File: src/rtl/one_time_pad.sv
// One-time-pad cipher stage: registered XOR of each valid word with a key register.
// Define OTP_KEY_ROTATE_EN to advance the key by one LFSR step after every accepted word.
module one_time_pad #(
    parameter int unsigned      WIDTH       = 32,
    parameter logic [WIDTH-1:0] DEFAULT_KEY = WIDTH'(32'hA5C35A3C)
) (
    input  logic             clock,
    input  logic             reset,
    input  logic [WIDTH-1:0] mensagem,
    input  logic             mensagem_valida,
    input  logic [WIDTH-1:0] chave,
    input  logic             carregar_chave,
    output logic [WIDTH-1:0] mensagemCifrada,
    output logic             mensagem_cifrada_valida,
    output logic [15:0]      palavras_processadas
);

    logic [WIDTH-1:0] key;
    logic [WIDTH-1:0] loadValue;
    logic [WIDTH-1:0] nextKey;
    logic [15:0]      nextCount;

    always_comb begin
        // A zero key would make the pad transparent, so it is replaced by the default.
        loadValue = (chave == '0) ? DEFAULT_KEY : chave;
        nextCount = (palavras_processadas == '1) ? palavras_processadas
                                                 : palavras_processadas + 16'd1;
`ifdef OTP_KEY_ROTATE_EN
        nextKey = {key[WIDTH-2:0], key[WIDTH-1] ^ key[21] ^ key[1] ^ key[0]};
`else
        nextKey = key;
`endif
    end

    always_ff @(posedge clock) begin
        if (reset) begin
            key                     <= DEFAULT_KEY;
            mensagemCifrada         <= '0;
            mensagem_cifrada_valida <= 1'b0;
            palavras_processadas    <= '0;
        end else begin
            mensagem_cifrada_valida <= mensagem_valida;
            if (mensagem_valida) begin
                mensagemCifrada <= mensagem ^ key;
            end
            // A load wins over counting and rotation; a concurrent word still uses the old key.
            if (carregar_chave) begin
                key                  <= loadValue;
                palavras_processadas <= '0;
            end else if (mensagem_valida) begin
                key                  <= nextKey;
                palavras_processadas <= nextCount;
            end
        end
    end

endmodule

File: config.mk
export PLATFORM = sky130hd
export DESIGN_NAME = one_time_pad
export DESIGN_NICKNAME = d
export VERILOG_FILES = /design/src/rtl/one_time_pad.sv
export SDC_FILE = /design/constraint.sdc
export NUM_CORES = 1
export LEC_CHECK = 0
export ABC_AREA = 0
export CAP_MARGIN = 10
export CORE_UTILIZATION = 40
export DETAILED_ROUTE_END_ITERATION = 10
export PLACE_DENSITY_LB_ADDON = 0.12
export SETUP_SLACK_MARGIN = 0.3
export SYNTH_ARGS = -nofsm -noshare
export SYNTH_HDL_FRONTEND = slang
export SYNTH_SLANG_ARGS = --single-unit
File: constraint.sdc
create_clock -name clock -period 3.8 [get_ports clock]
set_input_delay 0.76 -clock clock [delete_from_list [all_inputs] [get_ports clock]]
set_output_delay 0.76 -clock clock [all_outputs]
set_load 0.05 [all_outputs]
# Word-level counts from Yosys, hierarchy flattened
# Cells that the tools add are included.
[word_totals]
reg_bits = 81
elab_cells = 12
[op_classes]
addsub = 1
n_eq_ne = 1
muxes = 1
n_bitwise = 2
n_reduce_logical = 3
[ops]
columns = ["op", "count"]
rows = [
  ["$logic_not A32 Y1", 1],
  ["$mux W32", 1],
  ["$xor A32 B32 Y32", 1],
  ["$add A16 B1 Y16 const B", 1],
  ["$eq A16 B16 Y1 const B", 1],
  ["$reduce_and A2 Y1", 1],
  ["$reduce_or A2 Y1", 1],
  ["$not A1 Y1", 1],
]

# Logic depth before layout (Yosys ltp)
[logic_depth]
depth_word = 3
depth_mapped = 6

# Least setup slack after synthesis
# No wires, ideal clock.
[synth_path]
path_kind = "register -> register"
startpoint = "register palavras_processadas[0]"
endpoint = "register palavras_processadas[12]"
setup_time_ns = 0.086
arrival_ns = 1.770
required_ns = 3.714
slack_ns = 1.945
stages_incl_launch_ff = 6
n_path_buf = 0
path_cell_list = "dfxtp_1 > ha_1 > and4_4 > and3_4 > and4b_1 > a211oi_1"
[synth_via]
elab_chain_cells = 3
[synth_lines]
columns = ["item", "line", "rtl"]
rows = [
  ["from (decl)", "15", "output logic [15:0] palavras_processadas"],
  ["from (signal assigned)", "52", "palavras_processadas <= nextCount;"],
  ["parallel branches: the longest is 3 deep, another holds $add A16 B1 Y16", "--", ""],
]
# Several ways; the timed one is not identified.
# A chain may end at the register's enable or synchronous reset.

# Final worst setup path
[layout_path]
startpoint = "register palavras_processadas[5]"
endpoint = "output palavras_processadas[5]"
# No word-level cell between the ends.

==> results.md <==
* Worst hold margin at 0.4834 ns
* Critical path startpoint category: flip-flop
* Core box area at 8341 sq um
* Number of global-route vias before repair at 2920
* Synth Net Count at 450
* Worst clock skew at 0.01287 ns
* DRT iter0 DRCs at 124
* Initial Utilization at 41.99%
* Final GP Congestion at 0.8255
* CTS Buffer Depth at 2
* Slew margin rel. at 46.88%
* Area leader, netlist: dfxtp_1
* Largest fanout on the critical path at 8
* Grt total ovfl at 0
* Dpl hpwl at 6066 microns
* Worst-path clk slew at 0.08 ns
* CTS Root Cell: clkbuf_8
* Final nets at 551
* Largest net degree at the start of global routing at 70
* Chip Width at 95.57 microns
* Die Height at 95.57 microns
* Top-Level Pins at 117
* Worst path top cell family by delay: buffers and inverters
* Port bufs at 116
* F_max at 0.4131 GHz
* CP Data Arrival Time at 1.66 ns
* CTS tree: built
* Layout cell share with drive strength beyond 1 at 5.133%
* Status: finished clean
* Final hold violation count at 0
* Synth async-reset ratio at 0%
* Vias per Instance at 5.236
* RSZ-0062 raised after global routing: no
* Crit path time final at 2.421 ns
* CTS resizes at 0
* Routed WL at 8530 microns
* Critical Path RT at 3.04 ns
* Post-Syn Area at 3502 sq um
* Seq/Total Area, Yosys at 46.30%
* First-pass GRT wire length at 13890 microns
* Most common flop cell mapped by yosys: dfxtp_1
* Finished Layout Cells at 592
* Yosys cell types at 38
* Fin Setup TNS at 0 ns
* Slew @ Worst Pin at 0.7939 ns
* CTS Hold Bufs at 0
* Total of max-cap violations at 0
* N_diodes at 0
* Fin area at 4890 sq um
* Initial antenna violation count at 0
* Vias at 3100
* DRC at 0
* Finish-stage setup viols at 0
* Sink Count at 81
* CP bufs+invs at 1
* Slowest cell on crit path: clkdlybuf4s50_1
* Top-area cell type share of the netlist area at 46.30%
* Dpl cells at 576
* CTS H-tree lvls at 3
* Largest cells by area after synthesis: dfxtp_1 (46%), xnor2_1 (8.0%), a211oi_1 (7.1%), mux2i_1 (6.0%), nor2_1 (5.7%)
* # rows at 33
* Post-CTS setup buffer count at 0
* Worst setup path class: reg2out
* TritonRoute pass-1 iters at 4
* Cells after synthesis at 381
* CP cell instances: clkdlybuf4s50_1
* Post-synth EDFFs at 0
* Clock Latency Late Sink at 0.34 ns
* Endpoint type of the worst setup path: output port
* Die ar. at 9134 sq um
* Slew Viols, Final at 0
* Crit-path max cell delay at 0.85 ns
* Fin crit share at 63.70%
* Warnings, synthesis at 0
* Post-DP Area at 4659 sq um
* Pwr per Cell Area at 410.3 nW/um^2
* Worst vdd ir at 191.3 uV
* Syn_area_per_cell at 9.192 sq um
* LEAKAGE at 1.709 nW
* Wire per inst at 14.41 microns
* Hold WC Path Type: reg2reg
* Tot GR Track Use at 19.67%
* DRT antenna net count at 0
* Layout overhead on the synthesized area at 39.62%
* Yosys reg bits at 81
* Num CTS Buffers at 9
synth_stat cells (2+ instances only):
| master | number |
|---|---|
| and4_1 | 2 |
| buf_2 | 3 |
| xnor2_1 | 32 |
| or3_1 | 5 |
| a21oi_1 | 26 |
| nor2_1 | 53 |
| clkbuf_1 | 21 |
| nor4_1 | 9 |
| nand3_1 | 6 |
| a31oi_1 | 2 |
| or2_1 | 2 |
| a211oi_1 | 33 |
| dfxtp_1 | 81 |
| mux2i_1 | 21 |
| nor3b_1 | 16 |
| nand4_1 | 5 |
| a2111o_1 | 2 |
| nor3_1 | 20 |
| and3_1 | 3 |
| o21ai_0 | 3 |
| and4_4 | 2 |
| buf_6 | 4 |
| o21ai_1 | 2 |
| nand2_1 | 13 |
| and2_1 | 2 |
layout make-up:
cell class	count	area, sq um
fillers	757	3451
multi-input cells	271	1738
flip-flops and latches	81	1622
repair buffers	119	1169
clock buffers	12	155.1
well taps	105	131.4
clock inverters	4	75.07
registers in the layout, summed over array words and instances (netlist names):
| register | count |
|---|---|
| key | 32 |
| mensagemCifrada | 32 |
| mensagem_cifrada_valida | 1 |
| palavras_processadas | 16 |
metrics by stage:
| stage | total power, mW | worst slack, ns | utilization (%) |
|---|---|---|---|
| after floorplan | 1.164 | 1.945 | - |
| after global placement | 1.315 | 1.304 | 55.87 |
| after detailed placement | 1.318 | 1.233 | 55.87 |
| after CTS | 2.030 | 1.371 | 58.63 |
| after global routing | 2.090 | 1.328 | 58.63 |
| final | 2.006 | 1.379 | 58.63 |
kinds of logic after synthesis:
kind of cell	synth area share, %
adders and majority gates	0.3572
and+or+nand+nor	21.22
muxes	6.002
DFF	46.30
AOI/OAI and AO/OA	14.04
xor gates and xnor gates	8.003
buffers and inverters	4.073
power by group:
group	leakage (nW)	internal, mW	switching, mW	total [mW]
Sequential	0.668	0.898	0.0301	0.928
Clock	0.109	0.407	0.304	0.710
Combinational	0.932	0.168	0.200	0.368
per-layer routing:
layer	up-vias	wire, microns	global-route usage (%)
met5	-	0	0
met4	0	162	8.582
met3	13	499	5.183
met2	90	4034	31.85
met1	1421	3834	24.54
li1	1576	-	-
final timing paths:
check        slack, ns                     from  cells past startpoint                 endpoint
min reg2reg       0.48      mensagemCifrada[22]                      2      mensagemCifrada[22]
min               0.48      mensagemCifrada[22]                      2      mensagemCifrada[22]
max reg2reg       2.05  palavras_processadas[8]                      4  palavras_processadas[1]
max               1.38  palavras_processadas[5]                      1  palavras_processadas[5]
cells in the final DEF, fill, tap and decap left out, types with 2 or more instances in the layout:
cell type,Yosys,final
clkbuf_8,0,11
nor2_1,53,53
a211oi_1,33,33
nand2_1,13,13
or2_1,2,2
nand3_1,6,6
nor3b_1,16,16
nor3_1,20,20
dfxtp_1,81,81
a31oi_1,2,2
nand4_1,5,5
mux2i_1,21,21
clkdlybuf4s50_1,0,113
bufinv_16,0,2
and4_1,2,2
a2111o_1,2,2
and2_1,2,2
and4_4,2,2
or3_1,5,5
buf_4,0,3
nor4_1,9,9
a21oi_1,26,26
buf_2,3,3
and3_1,3,3
o21ai_0,3,3
xnor2_1,32,32
o21ai_1,2,2
clkinvlp_4,0,2
No activity file was read; power rests on OpenSTA's default activity.
